### config.mk
export PLATFORM = sky130hd
export DESIGN_NAME = uncached_access_unit_flat
export DESIGN_NICKNAME = d
export VERILOG_FILES = /design/src/rtl/uncached_access_unit_if.sv /design/src/rtl/uncached_access_unit.sv /design/src/flat_wrapper.sv
export SDC_FILE = /design/constraint.sdc
export NUM_CORES = 1
export LEC_CHECK = 0
export ABC_AREA = 1
export BUFFER_PORTS_ARGS = -buffer_cell sky130_fd_sc_hd__buf_2
export CAP_MARGIN = 20
export CORE_ASPECT_RATIO = 0.7
export CORE_UTILIZATION = 40
export CTS_CLUSTER_DIAMETER = 50
export DETAILED_ROUTE_END_ITERATION = 6
export PLACE_DENSITY = 0.65
export SLEW_MARGIN = 20
export SYNTH_ARGS = -nofsm -noshare
export SYNTH_HDL_FRONTEND = slang
export SYNTH_SLANG_ARGS = --single-unit
export TNS_END_PERCENT = 1
### constraint.sdc
create_clock -name clk_core -period 4 [get_ports clk_core]
set_input_delay 0.4 -clock clk_core [delete_from_list [all_inputs] [get_ports clk_core]]
set_output_delay 0.4 -clock clk_core [all_outputs]
set_load 0.005 [all_outputs]
### src/rtl/uncached_access_unit_if.sv
// Signal bundle for the uncached access unit: memory-stage request/response,
// PMA checker side-band and single-beat system bus.
interface uncached_access_unit_if;
    logic        req_valid;
    logic        req_ready;
    logic        req_read;
    logic        req_write;
    logic [1:0]  req_width;
    logic        req_unsigned;
    logic [28:0] req_addr;
    logic [31:0] req_wdata;

    logic        pma_read;
    logic        pma_write;
    logic [1:0]  pma_width;
    logic [16:0] pma_ppn;
    logic        pma_cacheable;
    logic        pma_error;

    logic        resp_valid;
    logic        resp_ready;
    logic        resp_cacheable;
    logic [1:0]  resp_cause;
    logic [31:0] resp_rdata;

    logic        bus_req_valid;
    logic        bus_req_ready;
    logic        bus_we;
    logic [28:0] bus_addr;
    logic [3:0]  bus_be;
    logic [31:0] bus_wdata;
    logic        bus_resp_valid;
    logic        bus_resp_err;
    logic [31:0] bus_rdata;

    // The unit itself
    modport slave (
        input  req_valid, req_read, req_write, req_width, req_unsigned, req_addr, req_wdata,
        output req_ready,
        output pma_read, pma_write, pma_width, pma_ppn,
        input  pma_cacheable, pma_error,
        output resp_valid, resp_cacheable, resp_cause, resp_rdata,
        input  resp_ready,
        output bus_req_valid, bus_we, bus_addr, bus_be, bus_wdata,
        input  bus_req_ready, bus_resp_valid, bus_resp_err, bus_rdata
    );

    // Surrounding environment: memory stage, PMA checker and bus arbiter
    modport master (
        output req_valid, req_read, req_write, req_width, req_unsigned, req_addr, req_wdata,
        input  req_ready,
        input  pma_read, pma_write, pma_width, pma_ppn,
        output pma_cacheable, pma_error,
        input  resp_valid, resp_cacheable, resp_cause, resp_rdata,
        output resp_ready,
        input  bus_req_valid, bus_we, bus_addr, bus_be, bus_wdata,
        output bus_req_ready, bus_resp_valid, bus_resp_err, bus_rdata
    );
endinterface

### src/rtl/uncached_access_unit.sv
// Sequences one load/store through the PMA check, then faults, bounces it to
// the cache path, or performs it as a single-beat MMIO bus transaction.
module uncached_access_unit #(
    parameter int unsigned TIMEOUT_CYCLES = 255
) (
    input  logic                   clk_core,
    input  logic                   reset_n,
    uncached_access_unit_if.slave  bus_if
);

    typedef enum logic [2:0] {
        S_IDLE,
        S_CHECK,
        S_EVAL,
        S_BUS_REQ,
        S_BUS_WAIT,
        S_RESP
    } state_e;

    localparam logic [1:0] CAUSE_OK      = 2'd0;
    localparam logic [1:0] CAUSE_ACCESS  = 2'd1;
    localparam logic [1:0] CAUSE_MISALGN = 2'd2;
    localparam logic [1:0] CAUSE_TIMEOUT = 2'd3;

    localparam logic [15:0] TO_LAST = 16'(TIMEOUT_CYCLES - 1);

    state_e      state_q, state_d;
    logic        rd_q, rd_d;
    logic        wr_q, wr_d;
    logic [1:0]  width_q, width_d;
    logic        uns_q, uns_d;
    logic [28:0] addr_q, addr_d;
    logic [31:0] wdata_q, wdata_d;
    logic [15:0] cnt_q, cnt_d;
    logic [1:0]  cause_q, cause_d;
    logic        cacheable_q, cacheable_d;
    logic [31:0] rdata_q, rdata_d;

    logic        misaligned;
    logic        in_bus_req;
    logic        pma_active;

    function automatic logic [3:0] lane_enables(input logic [1:0] width, input logic [1:0] off);
        logic [3:0] be;
        case (width)
            2'd0:    be = 4'b0001 << off;
            2'd1:    be = 4'b0011 << off;
            default: be = 4'b1111;
        endcase
        return be;
    endfunction

    function automatic logic [31:0] lane_wdata(input logic [31:0] wdata, input logic [1:0] off);
        return wdata << {off, 3'b000};
    endfunction

    // Move the addressed lane down to bit 0, then sign- or zero-extend to 32 bits
    function automatic logic [31:0] extend_load(input logic [31:0] word, input logic [1:0] off,
                                                input logic [1:0] width, input logic uns);
        logic [31:0] sh;
        logic [31:0] res;
        sh = word >> {off, 3'b000};
        case (width)
            2'd0:    res = uns ? {24'd0, sh[7:0]}  : {{24{sh[7]}}, sh[7:0]};
            2'd1:    res = uns ? {16'd0, sh[15:0]} : {{16{sh[15]}}, sh[15:0]};
            default: res = sh;
        endcase
        return res;
    endfunction

    assign misaligned = (width_q == 2'd3)
                     || ((width_q == 2'd1) && addr_q[0])
                     || ((width_q == 2'd2) && (addr_q[1:0] != 2'b00));

    always_ff @(posedge clk_core or negedge reset_n) begin
        if (!reset_n) begin
            state_q     <= S_IDLE;
            rd_q        <= 1'b0;
            wr_q        <= 1'b0;
            width_q     <= 2'd0;
            uns_q       <= 1'b0;
            addr_q      <= '0;
            wdata_q     <= '0;
            cnt_q       <= '0;
            cause_q     <= CAUSE_OK;
            cacheable_q <= 1'b0;
            rdata_q     <= '0;
        end else begin
            state_q     <= state_d;
            rd_q        <= rd_d;
            wr_q        <= wr_d;
            width_q     <= width_d;
            uns_q       <= uns_d;
            addr_q      <= addr_d;
            wdata_q     <= wdata_d;
            cnt_q       <= cnt_d;
            cause_q     <= cause_d;
            cacheable_q <= cacheable_d;
            rdata_q     <= rdata_d;
        end
    end

    always_comb begin
        state_d     = state_q;
        rd_d        = rd_q;
        wr_d        = wr_q;
        width_d     = width_q;
        uns_d       = uns_q;
        addr_d      = addr_q;
        wdata_d     = wdata_q;
        cnt_d       = cnt_q;
        cause_d     = cause_q;
        cacheable_d = cacheable_q;
        rdata_d     = rdata_q;

        case (state_q)
            S_IDLE: begin
                if (bus_if.req_valid) begin
                    rd_d    = bus_if.req_read;
                    wr_d    = bus_if.req_write;
                    width_d = bus_if.req_width;
                    uns_d   = bus_if.req_unsigned;
                    addr_d  = bus_if.req_addr;
                    wdata_d = bus_if.req_wdata;
                    state_d = S_CHECK;
                end
            end
            S_CHECK: state_d = S_EVAL;
            // PMA result is valid here; misalignment outranks a PMA fault
            S_EVAL: begin
                if (misaligned) begin
                    cause_d = CAUSE_MISALGN;
                    state_d = S_RESP;
                end else if (bus_if.pma_error) begin
                    cause_d = CAUSE_ACCESS;
                    state_d = S_RESP;
                end else if (bus_if.pma_cacheable) begin
                    cause_d     = CAUSE_OK;
                    cacheable_d = 1'b1;
                    state_d     = S_RESP;
                end else begin
                    state_d = S_BUS_REQ;
                end
            end
            S_BUS_REQ: begin
                if (bus_if.bus_req_ready) begin
                    cnt_d   = '0;
                    state_d = S_BUS_WAIT;
                end
            end
            // A response arriving on the timeout cycle still wins
            S_BUS_WAIT: begin
                if (bus_if.bus_resp_valid) begin
                    cause_d = bus_if.bus_resp_err ? CAUSE_ACCESS : CAUSE_OK;
                    if (rd_q && !bus_if.bus_resp_err) begin
                        rdata_d = extend_load(bus_if.bus_rdata, addr_q[1:0], width_q, uns_q);
                    end
                    state_d = S_RESP;
                end else if (cnt_q == TO_LAST) begin
                    cause_d = CAUSE_TIMEOUT;
                    state_d = S_RESP;
                end else begin
                    cnt_d = cnt_q + 16'd1;
                end
            end
            S_RESP: begin
                if (bus_if.resp_ready) begin
                    cause_d     = CAUSE_OK;
                    cacheable_d = 1'b0;
                    rdata_d     = '0;
                    state_d     = S_IDLE;
                end
            end
            default: state_d = S_IDLE;
        endcase
    end

    assign pma_active = (state_q != S_IDLE);
    assign in_bus_req = (state_q == S_BUS_REQ);

    assign bus_if.req_ready      = (state_q == S_IDLE);

    assign bus_if.pma_read       = pma_active & rd_q;
    assign bus_if.pma_write      = pma_active & wr_q;
    assign bus_if.pma_width      = pma_active ? width_q : 2'd0;
    assign bus_if.pma_ppn        = pma_active ? addr_q[28:12] : 17'd0;

    assign bus_if.bus_req_valid  = in_bus_req;
    assign bus_if.bus_we         = in_bus_req & wr_q;
    assign bus_if.bus_addr       = in_bus_req ? {addr_q[28:2], 2'b00} : 29'd0;
    assign bus_if.bus_be         = in_bus_req ? lane_enables(width_q, addr_q[1:0]) : 4'd0;
    assign bus_if.bus_wdata      = in_bus_req ? lane_wdata(wdata_q, addr_q[1:0]) : 32'd0;

    assign bus_if.resp_valid     = (state_q == S_RESP);
    assign bus_if.resp_cause     = cause_q;
    assign bus_if.resp_cacheable = cacheable_q;
    assign bus_if.resp_rdata     = rdata_q;

endmodule

### src/flat_wrapper.sv
// flat-port wrapper written by rule: the top's interface ports become plain ports
module uncached_access_unit_flat 
#(
    parameter int unsigned TIMEOUT_CYCLES = 255
)
  (clk_core, reset_n, bus_if_req_valid, bus_if_req_read, bus_if_req_write, bus_if_req_width, bus_if_req_unsigned, bus_if_req_addr, bus_if_req_wdata, bus_if_req_ready, bus_if_pma_read, bus_if_pma_write, bus_if_pma_width, bus_if_pma_ppn, bus_if_pma_cacheable, bus_if_pma_error, bus_if_resp_valid, bus_if_resp_cacheable, bus_if_resp_cause, bus_if_resp_rdata, bus_if_resp_ready, bus_if_bus_req_valid, bus_if_bus_we, bus_if_bus_addr, bus_if_bus_be, bus_if_bus_wdata, bus_if_bus_req_ready, bus_if_bus_resp_valid, bus_if_bus_resp_err, bus_if_bus_rdata);
  uncached_access_unit_if bus_if_i ();
  input  logic clk_core;
  input  logic reset_n;
  input wire logic [$bits(bus_if_i.req_valid)-1:0] bus_if_req_valid;
  input wire logic [$bits(bus_if_i.req_read)-1:0] bus_if_req_read;
  input wire logic [$bits(bus_if_i.req_write)-1:0] bus_if_req_write;
  input wire logic [$bits(bus_if_i.req_width)-1:0] bus_if_req_width;
  input wire logic [$bits(bus_if_i.req_unsigned)-1:0] bus_if_req_unsigned;
  input wire logic [$bits(bus_if_i.req_addr)-1:0] bus_if_req_addr;
  input wire logic [$bits(bus_if_i.req_wdata)-1:0] bus_if_req_wdata;
  output wire logic [$bits(bus_if_i.req_ready)-1:0] bus_if_req_ready;
  output wire logic [$bits(bus_if_i.pma_read)-1:0] bus_if_pma_read;
  output wire logic [$bits(bus_if_i.pma_write)-1:0] bus_if_pma_write;
  output wire logic [$bits(bus_if_i.pma_width)-1:0] bus_if_pma_width;
  output wire logic [$bits(bus_if_i.pma_ppn)-1:0] bus_if_pma_ppn;
  input wire logic [$bits(bus_if_i.pma_cacheable)-1:0] bus_if_pma_cacheable;
  input wire logic [$bits(bus_if_i.pma_error)-1:0] bus_if_pma_error;
  output wire logic [$bits(bus_if_i.resp_valid)-1:0] bus_if_resp_valid;
  output wire logic [$bits(bus_if_i.resp_cacheable)-1:0] bus_if_resp_cacheable;
  output wire logic [$bits(bus_if_i.resp_cause)-1:0] bus_if_resp_cause;
  output wire logic [$bits(bus_if_i.resp_rdata)-1:0] bus_if_resp_rdata;
  input wire logic [$bits(bus_if_i.resp_ready)-1:0] bus_if_resp_ready;
  output wire logic [$bits(bus_if_i.bus_req_valid)-1:0] bus_if_bus_req_valid;
  output wire logic [$bits(bus_if_i.bus_we)-1:0] bus_if_bus_we;
  output wire logic [$bits(bus_if_i.bus_addr)-1:0] bus_if_bus_addr;
  output wire logic [$bits(bus_if_i.bus_be)-1:0] bus_if_bus_be;
  output wire logic [$bits(bus_if_i.bus_wdata)-1:0] bus_if_bus_wdata;
  input wire logic [$bits(bus_if_i.bus_req_ready)-1:0] bus_if_bus_req_ready;
  input wire logic [$bits(bus_if_i.bus_resp_valid)-1:0] bus_if_bus_resp_valid;
  input wire logic [$bits(bus_if_i.bus_resp_err)-1:0] bus_if_bus_resp_err;
  input wire logic [$bits(bus_if_i.bus_rdata)-1:0] bus_if_bus_rdata;
  assign bus_if_i.req_valid = bus_if_req_valid;
  assign bus_if_i.req_read = bus_if_req_read;
  assign bus_if_i.req_write = bus_if_req_write;
  assign bus_if_i.req_width = bus_if_req_width;
  assign bus_if_i.req_unsigned = bus_if_req_unsigned;
  assign bus_if_i.req_addr = bus_if_req_addr;
  assign bus_if_i.req_wdata = bus_if_req_wdata;
  assign bus_if_req_ready = bus_if_i.req_ready;
  assign bus_if_pma_read = bus_if_i.pma_read;
  assign bus_if_pma_write = bus_if_i.pma_write;
  assign bus_if_pma_width = bus_if_i.pma_width;
  assign bus_if_pma_ppn = bus_if_i.pma_ppn;
  assign bus_if_i.pma_cacheable = bus_if_pma_cacheable;
  assign bus_if_i.pma_error = bus_if_pma_error;
  assign bus_if_resp_valid = bus_if_i.resp_valid;
  assign bus_if_resp_cacheable = bus_if_i.resp_cacheable;
  assign bus_if_resp_cause = bus_if_i.resp_cause;
  assign bus_if_resp_rdata = bus_if_i.resp_rdata;
  assign bus_if_i.resp_ready = bus_if_resp_ready;
  assign bus_if_bus_req_valid = bus_if_i.bus_req_valid;
  assign bus_if_bus_we = bus_if_i.bus_we;
  assign bus_if_bus_addr = bus_if_i.bus_addr;
  assign bus_if_bus_be = bus_if_i.bus_be;
  assign bus_if_bus_wdata = bus_if_i.bus_wdata;
  assign bus_if_i.bus_req_ready = bus_if_bus_req_ready;
  assign bus_if_i.bus_resp_valid = bus_if_bus_resp_valid;
  assign bus_if_i.bus_resp_err = bus_if_bus_resp_err;
  assign bus_if_i.bus_rdata = bus_if_bus_rdata;
  uncached_access_unit #(.TIMEOUT_CYCLES(TIMEOUT_CYCLES)) u_core (.clk_core(clk_core), .reset_n(reset_n), .bus_if(bus_if_i));
endmodule
==> results.tsv <==
stage	metric	value	unit
outcome	run status	finished, final reports clean	
cells_and_area	commonest non-fill, non-tap cell in the layout	nand2_1	
setup_path	Setup crit start kind	register	
placement	Area after DPL	7990	sq um
clock_tree	Inserted Clock Buffers	17	
clock_tree	CTS sink count	120	
placement	Inst Count DP	1342	
detailed_routing	DRC	0	
global_route	number of global-route vias before repair	6100	
cells_and_area	Non-Filler Instances	1374	
detailed_routing	Via density	4.93	
clock_tree	H-Tree Depth	4	
synthesis	post-synthesis cell type count	36	
timing	RSZ-0062 raised after global routing	false	
clock_tree	cts hold-fix bufs	0	
timing	Setup Skew	12.0	ps
global_route	GRT Util Overall	0.245	
timing	Hold Fails Final Rpt	0	
cells_and_area	most frequent cells in the layout	247 x nand2_1, 228 x buf_2, 188 x nor2_1, 119 x dfrtp_1, 77 x inv_1	
floorplanning	Ports	232	
cells_and_area	area growth from synthesis to layout	26.6	%
synthesis	Yosys warnings	0	
placement	IO buf count	229	
detailed_routing	Pre-antenna DRT Iters	7	
timing	slew of the pin with the lowest slew margin	900	ps
setup_path	Critical R2R Capture	u_core.cnt_q[4]	
clock_tree	Resize count post-CTS	0	
clock_tree	Max clock buf depth	2	
setup_path	CP endpoint kind	primary output	
floorplanning	Initial Util	0.411	
global_route	largest net degree at the start of global routing	84	
synthesis	Post-Syn Area	6730	sq um
global_route	first-pass GRT wire length	32.4	mm
power_and_ir_drop	Peak VDD IR	0.306	mV
timing	fmax	317	MHz
clock_tree	later-pin clock latency in the skew report	420	ps
power_and_ir_drop	PwrDens	716	nW/um^2
power_and_ir_drop	reported leakage power	4.78	nW
setup_path	Req. time, crit path	3600	ps
timing	fin. max-slew vios	0	
setup_path	R2R Setup Slk	1460	ps
detailed_routing	DRT met1 WL	9.90	mm
global_route	number of antenna violations at the first check in global routing	0	
detailed_routing	wire length on met3	1.72	mm
cells_and_area	post-route cell area	8530	sq um
synthesis	cells after synthesis	929	
clock_tree	clk root buf	clkbuf_16	
synthesis	Avg Cell Area, Syn	7.25	sq um
cells_and_area	nets	1245	
clock_tree	clk slew on worst S/H paths	60	ps
cells_and_area	share of layout cells above drive strength 1	0.269	
setup_path	FF-to-FF Start	u_core.state_q[2]	
synthesis	FF+latch count, synth	120	
global_route	Overflow after GRT	0	
timing	Hold Slack	28.6	ps
setup_path	FF-to-FF path depth	8	
timing	final setup fails	0	
timing	post-route minimum period	3160	ps
cells_and_area	Antenna Diode Count	0	
detailed_routing	met2 WL	8.76	mm
timing	slew margin rel.	0.400	
setup_path	Crit Path Category	reg -> out	
clock_tree	postcts setup bufs	0	
floorplanning	full die area	17400	sq um
placement	DP HPWL	15.0	mm
floorplanning	site row count	39	
detailed_routing	post-route ant nets	0	
floorplanning	Die Ht	111	microns
detailed_routing	top sig layer	met4	
timing	TNS Setup	0	ps
floorplanning	Die X	157	microns
setup_path	critical path fanouts, max	37	
setup_path	Worst EP arrival	2760	ps
synthesis	post-synthesis sequential area ratio	0.446	
min_path	Hold Crit Class	in -> async	
detailed_routing	Vias	6771	
detailed_routing	WL/cell	15.0	microns
placement	GPL Wtd Cong	0.883	
timing	fin crit share	0.790	
detailed_routing	DRT iter0 DRCs	526	
detailed_routing	Total Wirelength	20.6	mm
job	Max Cap Viol	0	
floorplanning	core area	16400	sq um
clock_tree	CTS tree	done	
## worst max-delay path, cell delays in order (launching register included)
cell and delay, ps:
dfrtp_1 460, inv_1 130, nand3_4 350, inv_1 250, nand2_1 490, o32ai_1 460
buf_2 180
## registers in the layout, summed over array words and instances, names as in the netlist, 2 cells and up
register / cells
u_core.bus_if.resp_cause: 2
u_core.state_q: 3
u_core.cnt_q: 16
u_core.bus_if.resp_rdata: 32
u_core.width_q: 2
u_core.addr_q: 29
u_core.wdata_q: 32
## per-stage QoR
step / setup slack, ps / power (W) / utilization
floorplan: 2190 / 0.00375 / -
global placement: 1400 / 0.00469 / 0.487
detailed placement: 1290 / 0.00471 / 0.487
CTS: 828 / 0.00612 / 0.520
global route: 557 / 0.00659 / 0.520
finish: 842 / 0.00610 / 0.520
## Yosys cell counts
library cell	n	area share
nand3_4	2	0.0052
mux2_2	25	0.042
o21a_1	1	0.0011
nand3_1	50	0.037
a21o_1	1	0.0011
nor3_1	2	0.0015
o311ai_0	1	0.0013
o22ai_1	2	0.0019
clkinv_1	2	0.0011
nand3_2	3	0.0045
o211ai_1	1	0.0011
buf_6	3	0.0050
buf_1	6	0.0033
dfrtp_1	120	0.45
inv_1	78	0.043
clkbuf_1	19	0.011
nand4_2	1	0.0019
nand4_1	6	0.0056
conb_1	1	0.00056
o32ai_1	16	0.021
or2_1	1	0.00093
o21bai_1	5	0.0056
buf_2	19	0.014
ha_1	2	0.0037
buf_4	3	0.0033
nand3b_1	1	0.0011
o21ai_0	45	0.033
nand2_2	2	0.0019
or2_2	1	0.00093
nor2_1	188	0.10
inv_2	4	0.0022
nand2_1	248	0.14
xor2_1	4	0.0052
nor2_2	2	0.0019
o21ai_1	9	0.0067
a21oi_1	55	0.041
## worst max path at each step
| stage | startpoint | endpoint | slack (ps) | cells after the start |
|---|---|---|---|---|
| after floorplan | u_core.state_q[2] | bus_if_bus_wdata[30] | 2190 | 7 |
| after global placement | u_core.state_q[2] | bus_if_bus_wdata[19] | 1400 | 6 |
| after detailed placement | u_core.state_q[2] | bus_if_bus_wdata[27] | 1290 | 6 |
| after CTS | u_core.state_q[2] | bus_if_bus_wdata[27] | 830 | 6 |
| after global routing | u_core.state_q[2] | bus_if_bus_wdata[19] | 560 | 6 |
| final | u_core.state_q[2] | bus_if_bus_wdata[27] | 840 | 6 |
## cells by family (layout without fill, tap and decap cells)
kind of cell | count (synthesis) | count (layout) | share of synthesized area
and+or+nand+nor | 507 | 507 | 0.306
xor gates and xnor gates | 4 | 4 | 0.00520
muxes | 25 | 25 | 0.0418
buffers and inverters | 134 | 353 | 0.0833
adders and majority gates | 2 | 2 | 0.00372
other | 1 | 2 | 0.000557
DFF | 120 | 120 | 0.446
AOI/OAI and AO/OA | 136 | 136 | 0.114
## report_power, final
part	internal (W)	switching, W
Sequential	0.00170	0.000310
Combinational	0.00101	0.00169
Clock	0.000822	0.000570
## cell type report
class | count | area (sq um)
clock buffers | 21 | 460
multi-input cells | 676 | 3180
repair buffers | 237 | 1210
clock inverters | 11 | 75.1
well taps | 225 | 282
inverters | 84 | 315
flip-flops and latches | 120 | 3000
fillers | 1662 | 7870
## routing by layer
metal / global-route usage / vias up
met5: 0 / -
met4: 0.0641 / 0
met3: 0.0667 / 16
met2: 0.352 / 281
met1: 0.359 / 3102
li1: - / 3372
No activity file was read; power rests on OpenSTA's default activity.
